$ cat src/rtl/goldschmidt_iter_ctrl_if.sv
// Divider request/result and multiplier-operand bundle; second multiplier port exists only with GS_DUAL_MULT_EN.
interface goldschmidt_iter_ctrl_if;
    logic        start;
    logic [15:0] dividend;
    logic [15:0] divisor;
    logic        busy;
    logic        done;
    logic [15:0] quotient;
    logic        dbz;
    logic        ovf;
    logic [15:0] mult_a;
    logic [15:0] mult_b;
    logic [31:0] mult_p;
`ifdef GS_DUAL_MULT_EN
    logic [15:0] mult2_a;
    logic [15:0] mult2_b;
    logic [31:0] mult2_p;
`endif

    modport master (
        output start, dividend, divisor, mult_p,
`ifdef GS_DUAL_MULT_EN
        output mult2_p,
        input  mult2_a, mult2_b,
`endif
        input  busy, done, quotient, dbz, ovf, mult_a, mult_b
    );

    modport slave (
        input  start, dividend, divisor, mult_p,
`ifdef GS_DUAL_MULT_EN
        input  mult2_p,
        output mult2_a, mult2_b,
`endif
        output busy, done, quotient, dbz, ovf, mult_a, mult_b
    );
endinterface

$ cat src/rtl/goldschmidt_iter_ctrl.sv
// Goldschmidt divider sequencer driving an external combinational 16x16 multiplier; done 2*ITERS+2 cycles after start
// (ITERS+2 with GS_DUAL_MULT_EN), 2 for zero operands. No backpressure: start is ignored while busy.
module goldschmidt_iter_ctrl #(
    parameter int ITERS = 4,
    parameter int FRAC  = 8
) (
    input  logic                    clk_i,
    input  logic                    rst_i,
    goldschmidt_iter_ctrl_if.slave  div_if
);
    localparam int SH_BASE = 15 - FRAC;

    typedef enum logic [2:0] {ST_IDLE, ST_NORM, ST_MUL_N, ST_MUL_D, ST_SCALE} state_e;

    state_e      state_q;
    logic [15:0] dvd_q, dvs_q, n_q, d_q, f_q, quot_q, mult_a_q, mult_b_q;
    logic [4:0]  s_q, t_q;
    logic [3:0]  it_q;
    logic        zdiv_q, zdvd_q, busy_q, done_q, dbz_q, ovf_q;

    function automatic logic [4:0] lzc(input logic [15:0] x);
        logic [4:0] n;
        n = 5'd16;
        for (int i = 0; i < 16; i++) begin
            if (x[i]) n = 5'(15 - i);
        end
        return n;
    endfunction

    function automatic logic [15:0] two_minus(input logic [15:0] d);
        return 16'(17'h10000 - {1'b0, d});
    endfunction

    logic [4:0]  s_c, t_c;
    logic [15:0] dsh_c, nsh_c, d0_c, n0_c, f0_c, prod_n_c, prod_d_c, f_new_c, scl_q_c;
    logic [6:0]  sh_c;
    logic [31:0] wide_c;
    logic        scl_ovf_c, last_c;

    assign s_c      = lzc(dvs_q);
    assign t_c      = lzc(dvd_q);
    assign dsh_c    = dvs_q << s_c;
    assign nsh_c    = dvd_q << t_c;
    assign d0_c     = dsh_c >> 1;
    assign n0_c     = nsh_c >> 1;
    assign f0_c     = two_minus(d0_c);
    // Q2.30 product back to Q1.15; bit 31 cannot be set for these operand ranges
    assign prod_n_c = div_if.mult_p[30:15];
`ifdef GS_DUAL_MULT_EN
    assign prod_d_c = div_if.mult2_p[30:15];
    logic unused_c;
    assign unused_c = ^{div_if.mult_p[31], div_if.mult_p[14:0], div_if.mult2_p[31], div_if.mult2_p[14:0]};
`else
    assign prod_d_c = div_if.mult_p[30:15];
    logic unused_c;
    assign unused_c = ^{div_if.mult_p[31], div_if.mult_p[14:0]};
`endif
    assign f_new_c  = two_minus(prod_d_c);
    assign last_c   = (it_q == 4'(ITERS - 1));

    // Undo both normalisations and move from Q1.15 into the output Q format
    always_comb begin
        sh_c      = 7'(SH_BASE) + {2'b00, t_q} - {2'b00, s_q};
        wide_c    = {16'h0000, n_q} << (7'd0 - sh_c);
        scl_q_c   = n_q >> sh_c;
        scl_ovf_c = 1'b0;
        if (sh_c[6]) begin
            scl_ovf_c = |wide_c[31:16];
            scl_q_c   = scl_ovf_c ? 16'hFFFF : wide_c[15:0];
        end
    end

`ifdef GS_DUAL_MULT_EN
    logic [15:0] mult2_a_q, mult2_b_q;
    assign div_if.mult2_a = mult2_a_q;
    assign div_if.mult2_b = mult2_b_q;
`endif

    always_ff @(posedge clk_i) begin
        if (rst_i) begin
            state_q  <= ST_IDLE;
            dvd_q    <= '0;
            dvs_q    <= '0;
            n_q      <= '0;
            d_q      <= '0;
            f_q      <= '0;
            s_q      <= '0;
            t_q      <= '0;
            it_q     <= '0;
            zdiv_q   <= 1'b0;
            zdvd_q   <= 1'b0;
            busy_q   <= 1'b0;
            done_q   <= 1'b0;
            dbz_q    <= 1'b0;
            ovf_q    <= 1'b0;
            quot_q   <= 16'h0000;
            mult_a_q <= 16'h0000;
            mult_b_q <= 16'h0000;
`ifdef GS_DUAL_MULT_EN
            mult2_a_q <= 16'h0000;
            mult2_b_q <= 16'h0000;
`endif
        end else begin
            done_q <= 1'b0;
            case (state_q)
                ST_IDLE: begin
                    if (div_if.start) begin
                        dvd_q   <= div_if.dividend;
                        dvs_q   <= div_if.divisor;
                        dbz_q   <= 1'b0;
                        ovf_q   <= 1'b0;
                        busy_q  <= 1'b1;
                        state_q <= ST_NORM;
                    end
                end
                ST_NORM: begin
                    s_q    <= s_c;
                    t_q    <= t_c;
                    n_q    <= n0_c;
                    d_q    <= d0_c;
                    f_q    <= f0_c;
                    it_q   <= '0;
                    zdiv_q <= (dvs_q == 16'h0000);
                    zdvd_q <= (dvd_q == 16'h0000);
                    if (dvs_q == 16'h0000 || dvd_q == 16'h0000) begin
                        state_q <= ST_SCALE;
                    end else begin
                        state_q  <= ST_MUL_N;
                        mult_a_q <= n0_c;
                        mult_b_q <= f0_c;
`ifdef GS_DUAL_MULT_EN
                        mult2_a_q <= d0_c;
                        mult2_b_q <= f0_c;
`endif
                    end
                end
`ifdef GS_DUAL_MULT_EN
                ST_MUL_N: begin
                    n_q  <= prod_n_c;
                    d_q  <= prod_d_c;
                    f_q  <= f_new_c;
                    it_q <= it_q + 4'd1;
                    if (last_c) begin
                        state_q   <= ST_SCALE;
                        mult_a_q  <= 16'h0000;
                        mult_b_q  <= 16'h0000;
                        mult2_a_q <= 16'h0000;
                        mult2_b_q <= 16'h0000;
                    end else begin
                        mult_a_q  <= prod_n_c;
                        mult_b_q  <= f_new_c;
                        mult2_a_q <= prod_d_c;
                        mult2_b_q <= f_new_c;
                    end
                end
`else
                ST_MUL_N: begin
                    n_q      <= prod_n_c;
                    state_q  <= ST_MUL_D;
                    mult_a_q <= d_q;
                    mult_b_q <= f_q;
                end
                ST_MUL_D: begin
                    d_q  <= prod_d_c;
                    f_q  <= f_new_c;
                    it_q <= it_q + 4'd1;
                    if (last_c) begin
                        state_q  <= ST_SCALE;
                        mult_a_q <= 16'h0000;
                        mult_b_q <= 16'h0000;
                    end else begin
                        state_q  <= ST_MUL_N;
                        mult_a_q <= n_q;
                        mult_b_q <= f_new_c;
                    end
                end
`endif
                ST_SCALE: begin
                    done_q  <= 1'b1;
                    busy_q  <= 1'b0;
                    state_q <= ST_IDLE;
                    if (zdiv_q) begin
                        quot_q <= 16'hFFFF;
                        dbz_q  <= 1'b1;
                    end else if (zdvd_q) begin
                        quot_q <= 16'h0000;
                    end else begin
                        quot_q <= scl_q_c;
                        ovf_q  <= scl_ovf_c;
                    end
                end
                default: state_q <= ST_IDLE;
            endcase
        end
    end

    assign div_if.busy     = busy_q;
    assign div_if.done     = done_q;
    assign div_if.quotient = quot_q;
    assign div_if.dbz      = dbz_q;
    assign div_if.ovf      = ovf_q;
    assign div_if.mult_a   = mult_a_q;
    assign div_if.mult_b   = mult_b_q;
endmodule

$ cat src/flat_wrapper.sv
// flat-port wrapper written by rule: the top's interface ports become plain ports
module goldschmidt_iter_ctrl_flat 
#(
    parameter int ITERS = 4,
    parameter int FRAC  = 8
)
  (clk_i, rst_i, div_if_start, div_if_dividend, div_if_divisor, div_if_mult_p, div_if_busy, div_if_done, div_if_quotient, div_if_dbz, div_if_ovf, div_if_mult_a, div_if_mult_b);
  goldschmidt_iter_ctrl_if div_if_i ();
  input  logic clk_i;
  input  logic rst_i;
  input wire logic [$bits(div_if_i.start)-1:0] div_if_start;
  input wire logic [$bits(div_if_i.dividend)-1:0] div_if_dividend;
  input wire logic [$bits(div_if_i.divisor)-1:0] div_if_divisor;
  input wire logic [$bits(div_if_i.mult_p)-1:0] div_if_mult_p;
  output wire logic [$bits(div_if_i.busy)-1:0] div_if_busy;
  output wire logic [$bits(div_if_i.done)-1:0] div_if_done;
  output wire logic [$bits(div_if_i.quotient)-1:0] div_if_quotient;
  output wire logic [$bits(div_if_i.dbz)-1:0] div_if_dbz;
  output wire logic [$bits(div_if_i.ovf)-1:0] div_if_ovf;
  output wire logic [$bits(div_if_i.mult_a)-1:0] div_if_mult_a;
  output wire logic [$bits(div_if_i.mult_b)-1:0] div_if_mult_b;
  assign div_if_i.start = div_if_start;
  assign div_if_i.dividend = div_if_dividend;
  assign div_if_i.divisor = div_if_divisor;
  assign div_if_i.mult_p = div_if_mult_p;
  assign div_if_busy = div_if_i.busy;
  assign div_if_done = div_if_i.done;
  assign div_if_quotient = div_if_i.quotient;
  assign div_if_dbz = div_if_i.dbz;
  assign div_if_ovf = div_if_i.ovf;
  assign div_if_mult_a = div_if_i.mult_a;
  assign div_if_mult_b = div_if_i.mult_b;
  goldschmidt_iter_ctrl #(.ITERS(ITERS), .FRAC(FRAC)) u_core (.clk_i(clk_i), .rst_i(rst_i), .div_if(div_if_i));
endmodule
$ cat config.mk
export PLATFORM = sky130hd
export DESIGN_NAME = goldschmidt_iter_ctrl_flat
export DESIGN_NICKNAME = d
export VERILOG_FILES = /design/src/rtl/goldschmidt_iter_ctrl_if.sv /design/src/rtl/goldschmidt_iter_ctrl.sv /design/src/flat_wrapper.sv
export SDC_FILE = /design/constraint.sdc
export NUM_CORES = 1
export LEC_CHECK = 0
export ABC_AREA = 1
export ABC_CLOCK_PERIOD_IN_PS = 3000
export CAP_MARGIN = 25
export CORE_MARGIN = 2
export CORE_UTILIZATION = 52
export CTS_CLUSTER_DIAMETER = 30
export DETAILED_ROUTE_END_ITERATION = 10
export GPL_TIMING_DRIVEN = 0
export HOLD_SLACK_MARGIN = 0.15
export PLACE_DENSITY = 0.78
export SYNTH_ARGS = -nofsm -noshare
export SYNTH_HDL_FRONTEND = slang
export SYNTH_SLANG_ARGS = --single-unit
$ cat constraint.sdc
create_clock -name clk_i -period 3 [get_ports clk_i]
set_input_delay 0.6 -clock clk_i [delete_from_list [all_inputs] [get_ports clk_i]]
set_output_delay 0.6 -clock clk_i [all_outputs]
set_load 0.005 [all_outputs]
==> Implementation_results.wiki, run 1 <==
{| class="wikitable"
! Metric !! Value
|-
| Run status || complete, but fails checks
|-
| Violations in the final reports || negative setup slack
|-
| Worst skew pair latency || 440 ps
|-
| Largest net degree at the start of global routing || 17
|-
| Synthesized-area fraction occupied by ao, oa, aoi and oai cells || 0.2107
|-
| Crit. End Element || register
|-
| Placer Congestion || 0.9918
|-
| CTS max path bufs || 2
|-
| Transition time at the pin with the least slew margin || 752.6 ps
|-
| DRC viols || 0
|-
| Synthesized instance count || 1712
|-
| Placed wire-length estimate after detailed placement || 28.42 mm
|-
| Count of H-tree levels built during CTS || 4
|-
| Pwr dens || 882.4 mW/mm^2
|-
| Number of cells on the worst reg-to-reg path || 23
|-
| GRT Overall Usage || 0.3609
|-
| Share of synthesized cell area in and, or, nand and nor gates || 0.3545
|-
| Worst max-slew margin expressed relative to the limit || 0.4983
|-
| Parity-gate share of the synthesized area counting xor and xnor cells || 0.02032
|-
| Launch instance of the worst min-delay path || u_core.state_q[0]
|-
| Detail-routed net length per standard cell || 17.94 um
|-
| Sink Count || 150
|-
| Max-capacitance violation count || 0
|-
| Share of the core filled with cells || 0.6912
|-
| Num ports || 119
|-
| Slowest CP cell || dfxtp_4
|-
| Worst flop-to-flop path startpoint || u_core.t_q[0]
|-
| Number of nets produced by synthesis || 1790
|-
| Critical path fanouts, max || 5
|-
| Classification of the worst setup path || reg2reg
|-
| Cells after DPL || 2078
|-
| #FFs+latches synth || 150
|-
| Netlist area before placement || 0.01028 sq mm
|-
| Startpoint Class || register
|-
| Antenna violations before repair || 0
|-
| Max Slew Vio Count || 0
|-
| # setup viols final || 17
|-
| Area of the die || 0.02091 sq mm
|-
| Fin nets || 1945
|-
| Antenna Nets Post-Route || 0
|-
| Pleak || 0.005612 uW
|-
| Number of buffers created by CTS || 17
|-
| Combined area of the multi-input logic cells || 0.007025 sq mm
|-
| Portion of the post-synthesis area used by sequential elements || 0.2921
|-
| Buffers added on ports || 101
|-
| Commonest register cell after synthesis || dfxtp_1
|-
| Arrival @ worst endpoint || 3910 ps
|-
| Wire length of the first global-routing pass || 58.74 mm
|-
| VDD IR max || 0.4679 mV
|-
| Clock period minus final worst setup slack || 3542 ps
|-
| Drt first-iter violations || 1334
|-
| Filler instances || 1724
|-
| GRT Residual Overflow || 0
|-
| Highest cell delay on the worst timing path || 370 ps
|-
| Instance count along the most critical hold path || 1
|-
| Setup repair after global routing missed its margin || true
|-
| Core Area || 0.01946 sq mm
|-
| Number of warnings issued by yosys || 0
|-
| Total area of sequential cells || 0.003018 sq mm
|-
| Dominant cell type by count on the critical path || inv_1
|-
| Final setup skew || 15.05 ps
|-
| Hold crit path type || reg2reg
|-
| Height of the die || 144.6 um
|-
| Share of cells above drive strength 1 || 0.1660
|-
| Reg2Reg Capture Point || u_core.div_if.quotient[4]
|-
| Initial cell density of the core || 0.5283
|-
| Endpoint with the worst hold slack || u_core.state_q[0]
|-
| Via count || 12570
|-
| Die width || 144.6 um
|-
| Required time worst endpoint || 3360 ps
|-
| Finished Layout Cells || 2145
|-
| Fmax achieved || 282.4 MHz
|-
| Share of synthesized registers carrying an async set or reset || 0
|-
| Worst setup slack for register-to-register paths || -540 ps
|-
| Clock tree root driver cell || clkbuf_16
|-
| Total count of hold-check failures in the final report || 0
|-
| Cell variety after synth || 52
|-
| Total routed wirelength || 38.49 mm
|-
| Final clock period utilization by the worst path || 1.181
|-
| Combinational family with the most area after synthesis || simple AND/OR/NAND/NOR gates
|-
| Clk pin slew, worst setup/hold paths || 70 ps
|-
| Clock tree from TritonCTS || done
|-
| Area growth from synthesis to layout || 30.85%
|-
| Rows || 51
|-
| Antenna Cells || 0
|-
| Number of global-route vias before repair || 11390
|-
| Crit-path cells || inv_4 -> ha_4 -> a21oi_2 -> xor2_1 -> ha_1 -> a21o_1 -> a21oi_4 -> buf_4 -> buf_4 -> buf_4 -> xor2_1 -> o21ai_0 -> nand2_1 -> inv_1 -> nor2_4 -> inv_1 -> nor2_2 -> inv_1 -> o21ai_1 -> inv_1 -> nand2_1 -> nand2_1 -> a21oi_1
|-
| Number of vias per cell after detailed routing || 5.858
|-
| EDFF count, synth || 0
|-
| Iteration count of the initial detailed-routing pass || 6
|-
| Post-synthesis mux area share || 0.002921
|-
| Synthesized area per cell || 6.005 sq um
|-
| Synth Area in Adders || 0.01412
|-
| Worst path setup slack after routing || -541.7 ps
|}
==> cells by family after synthesis <==
kind of cell / Yosys count
simple gates: 869
compound gates: 384
buf+inv: 275
flops: 150
xor+xnor: 20
fa+ha+maj: 11
mux: 3
==> flip-flops by register name (all words and copies together) (netlist names), 3 cells and up <==
signal / cells
u_core.div_if.quotient: 16
u_core.div_if.mult_a: 16
u_core.it_q: 4
u_core.n_q: 16
u_core.f_q: 16
u_core.div_if.mult_b: 16
u_core.d_q: 15
u_core.dvd_q: 16
u_core.s_q: 5
u_core.t_q: 5
u_core.dvs_q: 16
u_core.state_q: 3
==> where the power goes <==
part	internal (uW)	switching [uW]
registers	2260	250
clock network	1270	996
logic	2600	4490
==> cell usage in the layout (no fill, tap or decap), types with 36 or more instances in the layout <==
| cell | count |
|---|---|
| nand3_2 | 36 |
| a21oi_1 | 97 |
| dfxtp_1 | 144 |
| inv_1 | 164 |
| nand2_2 | 55 |
| clkbuf_1 | 52 |
| nand2_1 | 459 |
| nand3_1 | 139 |
| a31oi_1 | 54 |
| clkdlybuf4s50_1 | 101 |
| o21ai_0 | 132 |
| nor2_1 | 90 |
==> worst max-delay path: cells and delay by family, from the launching register on <==
family | cells | cell delay, ps
DFF | 1 | 370
buffers and inverters | 8 | 730
xor gates and xnor gates | 2 | 370
adders and majority gates | 2 | 450
and+or+nand+nor | 5 | 570
AOI/OAI and AO/OA | 6 | 980
==> what timing repair did <==
item	in CTS	in global routing
cloned	3	2
gates resized for setup	89	198
pin swaps	36	55
endpoints found under the setup margin	62	74
hold endpoints to repair	0	0
buffers inserted	11	19
hold buffers	0	0
==> per-stage QoR <==
step                      hold WS (ps)  worst slack (ps)  total power (uW)  TNS (ps)  instance area (sq um)
after floorplan                  426.4            -197.8              6397     -2347                  10310
after detailed placement         451.7            -754.9              7952    -33640                  11660
after global routing             482.4            -757.0             12600    -12740                  13450
after CTS                        468.0            -488.7             10760     -7402                  12670
final                            470.3            -541.7             11870     -8666                  13450
after global placement           452.2            -774.9              7923    -32980                  11660
==> worst max path at each step <==
| stage | slack [ps] | endpoint | start | cells after the start |
|---|---|---|---|---|
| 3_5_place_dp | -750 | u_core.div_if.mult_b[15] | u_core.state_q[2] | 12 |
| 3_3_place_gp | -770 | u_core.div_if.mult_b[15] | u_core.state_q[2] | 12 |
| 5_1_grt | -760 | u_core.div_if.quotient[12] | u_core.t_q[0] | 28 |
| 4_1_cts | -490 | u_core.div_if.quotient[15] | u_core.t_q[0] | 25 |
| 6_report | -540 | u_core.div_if.quotient[4] | u_core.t_q[0] | 23 |
| 2_1_floorplan | -200 | u_core.div_if.quotient[6] | u_core.t_q[0] | 29 |
==> Yosys cell counts (5+ instances only) <==
cell,n,share of area
buf_2,11,0.0054
nand2_1,521,0.19
o211ai_1,8,0.0058
a211oi_1,8,0.0058
a221oi_1,13,0.011
a21oi_2,5,0.0043
ha_1,10,0.012
dfxtp_1,150,0.29
xor2_1,14,0.012
clkbuf_1,69,0.025
o22ai_1,7,0.0043
nand2_2,9,0.0055
inv_2,8,0.0029
nand3_1,181,0.088
clkinv_1,7,0.0026
o21ai_0,153,0.074
inv_1,172,0.063
nor3_1,14,0.0068
nor2_2,5,0.0030
o21ai_1,12,0.0058
nand4_1,16,0.0097
a31oi_1,55,0.033
a21oi_1,106,0.052
nor2_1,105,0.038
==> cell type report <==
type                            instances  share of cell area
Tap cell                              265             0.02465
Sequential cell                       150              0.2243
Inverter                              187             0.05320
Timing Repair Buffer                  136             0.09691
Clock buffer                           17             0.03162
Clock inverter                         15             0.01395
Multi-Input combinational cell       1287              0.5222
Buffer                                 88             0.03311
==> layer usage <==
layer	up-vias	GRT usage	share of wire
met5	-	0	0
met3	112	0.05927	0.079
met2	636	0.5977	0.47
li1	6003	-	-
met1	5814	0.4635	0.41
met4	0	0.1584	0.040
No activity file was read; power rests on OpenSTA's default activity.
==> run 2: changes to the inputs <==
- CELL_PAD_IN_SITES_DETAIL_PLACEMENT: default -> 0
- CELL_PAD_IN_SITES_GLOBAL_PLACEMENT: default -> 2
- CORE_UTILIZATION: 52 -> 27
- PLACE_DENSITY: 0.78 -> default
- PLACE_DENSITY_LB_ADDON: default -> 0.1
- TNS_END_PERCENT: default -> 1
==> Implementation_results.wiki, run 2 (synthesis gave the netlist of run 1 again) <==
{| class="wikitable"
! Metric !! Value
|-
| Required time worst endpoint || 3310 ps (-50 ps)
|-
| Drt first-iter violations || 653 (-51%)
|-
| Height of the die || 199.1 um (+38%)
|-
| Number of buffers created by CTS || 17 (unchanged)
|-
| CTS max path bufs || 2 (unchanged)
|-
| Internal power || 6376 uW (+4.0%)
|-
| Critical path fanouts, max || 8 (+3)
|-
| Largest net degree at the start of global routing || 17 (unchanged)
|-
| Worst skew pair latency || 460 ps (+20 ps)
|-
| Most frequent cells in the layout || nand2_1 (460), inv_1 (166), dfxtp_1 (145)
|-
| Antenna violations before repair || 1 (+1)
|-
| Antenna Nets Post-Route || 0 (unchanged)
|-
| Violations in the final reports || negative setup slack
|-
| Initial cell density of the core || 0.2736 (-0.2547)
|-
| Classification of the worst setup path || reg2reg
|-
| Iteration count of the initial detailed-routing pass || 5 (-1)
|-
| Arrival @ worst endpoint || 3880 ps (-30 ps)
|-
| Reg2Reg Capture Point || u_core.div_if.quotient[6]
|-
| Startpoint Class || register
|-
| Crit. End Element || register
|-
| Transition time at the pin with the least slew margin || 951.6 ps (+199.0 ps)
|-
| Final clock period utilization by the worst path || 1.189 (+0.008140)
|-
| VDD IR max || 0.4376 mV (-6.5%)
|-
| Filler instances || 4199 (+140%)
|-
| Clock tree root driver cell || clkbuf_16
|-
| Total routed wirelength || 45.01 mm (+17%)
|-
| Total negative slack || -8549 ps (+117.2 ps)
|-
| Number of global-route vias before repair || 11680 (+2.5%)
|-
| Launch instance of the worst min-delay path || u_core.div_if.dbz
|-
| Worst setup slack for register-to-register paths || -570 ps (-20 ps)
|-
| Placer Congestion || 0.8493 (-14%)
|-
| Instance count along the most critical hold path || 2 (+1)
|-
| Clock Power Share || 0.185 (-0.005)
|-
| Number of cells on the worst reg-to-reg path || 26 (+13%)
|-
| GRT Residual Overflow || 0 (unchanged)
|-
| Run status || complete, but fails checks
|-
| Area of the die || 0.03965 sq mm (+90%)
|-
| Wire length of the first global-routing pass || 68.65 mm (+17%)
|-
| Final setup skew || 12.48 ps (-2.563 ps)
|-
| Fraction of power spent switching nets || 0.4847 (+0.001234)
|-
| Area growth from synthesis to layout || 35.22%
|-
| Power share of the sequential group || 0.204 (-0.008)
|-
| Num ports || 119 (unchanged)
|-
| Most common cell after layout, fill and taps aside || nand2_1
|-
| Clock tree from TritonCTS || done
|-
| Endpoint with the worst hold slack || u_core.div_if.dbz
|-
| Pleak || 0.005650 uW (+0.68%)
|-
| Worst flop-to-flop path startpoint || u_core.t_q[0]
|-
| Worst max-slew margin expressed relative to the limit || 0.3656 (-0.1326)
|-
| Core Area || 0.03758 sq mm (+93%)
|-
| Die width || 199.1 um (+38%)
|-
| Sink Count || 150 (unchanged)
|-
| Net switching component of the power || 5998 uW (+4.5%)
|-
| Max-capacitance violation count || 0 (unchanged)
|-
| Detail-routed net length per standard cell || 18.81 um (+4.8%)
|-
| Max Slew Vio Count || 0 (unchanged)
|-
| Share of cells above drive strength 1 || 0.1754 (+0.009481)
|-
| Worst path setup slack after routing || -566.1 ps (-24.42 ps)
|-
| GRT Overall Usage || 0.2304 (-0.1305)
|-
| Fin nets || 1946 (+0.051%)
|-
| Share of the core filled with cells || 0.3700 (-0.3213)
|-
| # setup viols final || 17 (unchanged)
|-
| DRC viols || 0 (unchanged)
|-
| Setup repair after global routing missed its margin || true
|-
| Rows || 71 (+39%)
|-
| Count of H-tree levels built during CTS || 4 (unchanged)
|-
| Clock period minus final worst setup slack || 3566 ps (+24.42 ps)
|-
| Logic gate share of total power || 0.611 (+0.013)
|-
| Pwr dens || 890.1 mW/mm^2 (+0.87%)
|-
| Clk pin slew, worst setup/hold paths || 70 ps (about the same)
|-
| Placed wire-length estimate after detailed placement || 35.25 mm (+24%)
|-
| Buffers added on ports || 101 (unchanged)
|-
| Fmax achieved || 280.4 MHz (-0.68%)
|-
| Via count || 11860 (-5.6%)
|-
| Total count of hold-check failures in the final report || 0 (unchanged)
|-
| Hold crit path type || reg2reg
|-
| Quantity of hold-fixing buffers added after cts || 0 (unchanged)
|-
| Number of vias per cell after detailed routing || 4.957 (-15%)
|-
| Total power of the final layout || 12370 uW (+4.2%)
|}
==> run 2: cell types whose count changed in the layout (fill, tap and decap cells not counted), sizes merged, moves of 2 or more <==
cell,before,now
buf,56,54
clkbuf,84,91
clkdlybuf4s50,101,98
clkinvlp,2,4
dlymetal6s2s,0,3
inv,189,182
==> run 2: power groups by stage <==
stage	Combinational, uW	Clock [uW]	Sequential, uW
6_report	7560	2290	2520
5_1_grt	8320	2400	2550
4_1_cts	6630	2320	2510
3_5_place_dp	5720	0	2550
3_3_place_gp	5760	0	2550
2_1_floorplan	3950	0	2450
==> run 2: worst max path at each step <==
| stage | start | endpoint | slack, ps | cells past startpoint |
|---|---|---|---|---|
| 6_report | u_core.t_q[0] | u_core.div_if.quotient[6] | -570 | 26 |
| 2_1_floorplan | u_core.t_q[0] | u_core.div_if.quotient[6] | -220 | 29 |
| 3_5_place_dp | u_core.state_q[2] | u_core.div_if.mult_b[15] | -1130 | 12 |
| 4_1_cts | u_core.t_q[0] | u_core.div_if.quotient[14] | -590 | 29 |
| 5_1_grt | u_core.t_q[0] | u_core.div_if.quotient[6] | -780 | 26 |
| 3_3_place_gp | u_core.state_q[2] | u_core.div_if.mult_b[15] | -1170 | 12 |
==> run 2: worst max-delay path, stage by stage, from the launching register on <==
cell	delay (ps)
dfxtp_2	330
inv_2	60
ha_4	170
a21oi_4	140
xor2_1	150
ha_1	280
a21o_1	210
a21oi_2	170
xnor2_2	110
nand2_2	130
nand2_8	110
clkbuf_16	180
nand3_2	80
nand3_2	100
nand3_2	110
nand2_4	60
o21ai_2	150
nand2_1	90
nor2_1	90
nand3_1	100
nand2_2	90
nand2_4	80
nand2_8	90
buf_8	140
nand2_4	70
nand2_4	60
a21oi_2	50
==> run 2: timing repair <==
action	in CTS	in global routing
cloned	3	1
buffers inserted	24	9
setup endpoints to repair	81	75
pin swaps	40	78
gates resized for setup	125	188
==> run 2: cell type report <==
class	count	area (sq um)	share of cell area
Antenna cell	1	2.502	0.0001800
Tap cell	511	639.4	0.04599
Clock buffer	21	450.4	0.03240
Inverter	187	706.9	0.05085
Timing Repair Buffer	138	1353	0.09729
Clock inverter	11	151.4	0.01089
Sequential cell	150	3012	0.2166
Buffer	87	436.7	0.03141
Multi-Input combinational cell	1287	7151	0.5144
==> run 2: per-layer routing <==
layer,GRT usage,vias up,share of wire
met4,0.06081,0,0.020
met1,0.3021,5616,0.47
met5,0,-,0
li1,-,6010,-
met3,0.02700,37,0.027
met2,0.3993,199,0.48
==> run 2: metrics by stage <==
stage          instance area [sq um]  setup WS, ps  hold WS [ps]  instances
6_report                       13900        -566.1         469.5       2393
5_1_grt                        13900        -776.6         487.4       2393
4_1_cts                        13180        -592.0         473.5       2383
3_5_place_dp                   11950         -1126         461.8       2324
3_3_place_gp                   11950         -1165         456.8       2324
2_1_floorplan                  10300        -216.5         426.4       1712
==> run 3: changes to the inputs <==
- TNS_END_PERCENT: 1 -> default
==> Implementation_results.wiki, run 3 (synthesis gave the netlist of run 1 again) <==
{| class="wikitable"
! Metric !! Value
|-
| Critical path fanouts, max || 10 (+2)
|-
| Met1 capacity usage during global routing || 0.3125 (+0.01041)
|-
| Setup repair after global routing missed its margin || true
|-
| Largest net degree at the start of global routing || 17 (unchanged)
|-
| Arrival @ worst endpoint || 4040 ps (+160 ps)
|-
| Met3 global-route usage || 0.02498 (-0.002025)
|-
| Total routed wirelength || 45.54 mm (+1.2%)
|-
| Required time worst endpoint || 3370 ps (+60 ps)
|-
| Fraction of met2 tracks used by global routing || 0.3982 (-0.001032)
|-
| Crit. End Element || register
|-
| Final clock period utilization by the worst path || 1.222 (+0.03295)
|-
| GR peak layer || met2
|-
| Most common cell after layout, fill and taps aside || nand2_1
|-
| Fin nets || 1966 (+1.0%)
|-
| Num ports || 119 (unchanged)
|-
| Drt first-iter violations || 743 (+14%)
|-
| Run status || complete, but fails checks
|-
| # setup viols final || 17 (unchanged)
|-
| Number of buffers created by CTS || 17 (unchanged)
|-
| Quantity of hold-fixing buffers added after cts || 0 (unchanged)
|-
| Height of the die || 199.1 um (unchanged)
|-
| Worst skew pair latency || 460 ps (about the same)
|-
| Clock tree from TritonCTS || done
|-
| Clk pin slew, worst setup/hold paths || 70 ps (about the same)
|-
| Fmax achieved || 272.9 MHz (-2.7%)
|-
| Clock tree root driver cell || clkbuf_16
|-
| Worst path setup slack after routing || -664.9 ps (-98.86 ps)
|-
| Total count of hold-check failures in the final report || 0 (unchanged)
|-
| DRC viols || 0 (unchanged)
|-
| Buffers added on ports || 101 (unchanged)
|-
| Antenna Cells || 0 (-1)
|-
| Placement Setup Slack || -1301 ps (-174.3 ps)
|-
| Transition time at the pin with the least slew margin || 855.4 ps (-96.13 ps)
|-
| CTS max path bufs || 2 (unchanged)
|-
| Iteration count of the initial detailed-routing pass || 5 (unchanged)
|-
| Most frequent cells in the layout || nand2_1 (437), inv_1 (164), dfxtp_1 (145)
|-
| Share of cells above drive strength 1 || 0.2109 (+0.03550)
|-
| Total power of the final layout || 12650 uW (+2.2%)
|-
| Worst max-slew margin expressed relative to the limit || 0.4297 (+0.06409)
|-
| Area of the die || 0.03965 sq mm (unchanged)
|-
| Smallest hold slack || 464.3 ps (-5.196 ps)
|-
| Classification of the worst setup path || reg2reg
|-
| Antenna violations before repair || 0 (-1)
|-
| Wire length of the first global-routing pass || 69.03 mm (+0.55%)
|-
| Initial cell density of the core || 0.2736 (unchanged)
|-
| Number of vias per cell after detailed routing || 4.999 (+0.84%)
|-
| Detail-routed net length per standard cell || 18.88 um (+0.37%)
|-
| Final setup skew || 13.98 ps (+1.494 ps)
|-
| Antenna Nets Post-Route || 0 (unchanged)
|-
| Clock period minus final worst setup slack || 3665 ps (+98.86 ps)
|-
| Sink Count || 150 (unchanged)
|-
| Number of global-route vias before repair || 11620 (-0.51%)
|-
| Pleak || 0.005808 uW (+2.8%)
|-
| Pwr dens || 885.1 mW/mm^2 (-0.57%)
|-
| Violations in the final reports || negative setup slack
|-
| Hold crit path type || reg2reg
|-
| Rows || 71 (unchanged)
|-
| VDD IR max || 0.4744 mV (+8.4%)
|-
| Startpoint Class || register
|-
| GRT Residual Overflow || 0 (unchanged)
|-
| Max-capacitance violation count || 0 (unchanged)
|-
| Placed wire-length estimate after detailed placement || 35.08 mm (-0.50%)
|-
| Core Area || 0.03758 sq mm (unchanged)
|-
| GRT Overall Usage || 0.2307 (+0.0003220)
|-
| Die width || 199.1 um (unchanged)
|-
| Count of H-tree levels built during CTS || 4 (unchanged)
|-
| Area growth from synthesis to layout || 39.02%
|-
| Placer Congestion || 0.8780 (+3.4%)
|-
| Via count || 12060 (+1.6%)
|-
| Max Slew Vio Count || 0 (unchanged)
|}
## run 3: through the flow
stage,setup TNS (ps),instances,util,instance area (sq um)
6_report,-10400,2412,0.3803,14290
3_3_place_gp,-55380,2324,0.3184,11960
2_1_floorplan,-2347,1712,-,10310
3_5_place_dp,-59040,2324,0.3184,11960
4_1_cts,-8298,2380,0.3559,13380
5_1_grt,-14910,2412,0.3803,14290
## run 3: worst paths after layout
| check | to | cells past startpoint | start | slack [ps] |
|---|---|---|---|---|
| setup / recovery | u_core.div_if.quotient[13] | 22 | u_core.t_q[0] | -660 |
| hold / removal | u_core.div_if.dbz | 2 | u_core.div_if.dbz | 460 |
| setup reg to reg | u_core.div_if.quotient[13] | 22 | u_core.t_q[0] | -660 |
| hold reg to reg | u_core.div_if.dbz | 2 | u_core.div_if.dbz | 460 |
## run 3: worst max-delay path, stage by stage, from the launching register on
cell	delay (ps)
dfxtp_2	340
inv_2	50
ha_4	240
fa_2	530
ha_1	230
clkbuf_2	240
inv_1	290
buf_4	260
nand3_1	160
o21ai_2	190
inv_2	60
nand2_1	70
o21ai_2	60
nand2_1	70
nor2_1	50
nand3_1	90
nand2_2	70
nand2_4	100
nand2_8	80
buf_8	140
nand2_2	60
nand2_1	50
a21oi_1	130
## run 3: repair_timing
| action | in CTS | in global routing |
|---|---|---|
| pin swaps | 49 | 81 |
| endpoints found under the setup margin | 83 | 74 |
| buffers inserted | 19 | 31 |
| cloned | 5 | 1 |
| gates resized for setup | 171 | 205 |
## run 3: area by class of cell
type,count,area (sq um)
fillers,4186,23280
multi-input cells,1287,7348
flip-flops and latches,150,3017
repair buffers,157,1506
inverters,187,724.4
well taps,511,639.4
clock buffers,21,460.4
plain buffers,88,447.9
clock inverters,11,148.9
## run 3: report_power, final
part	leakage [uW]	internal, uW	switching (uW)	total, uW
clock	0.000290	1360	971	2330
sequential	0.00123	2260	254	2520
combinational	0.00429	2920	4890	7810
total	0.00581	6540	6110	12600
## run 3: per-layer routing
layer,part of all wire,vias to the layer above
li1,-,6037
met3,0.033,33
met5,0,-
met1,0.47,5738
met2,0.48,249
met4,0.015,0
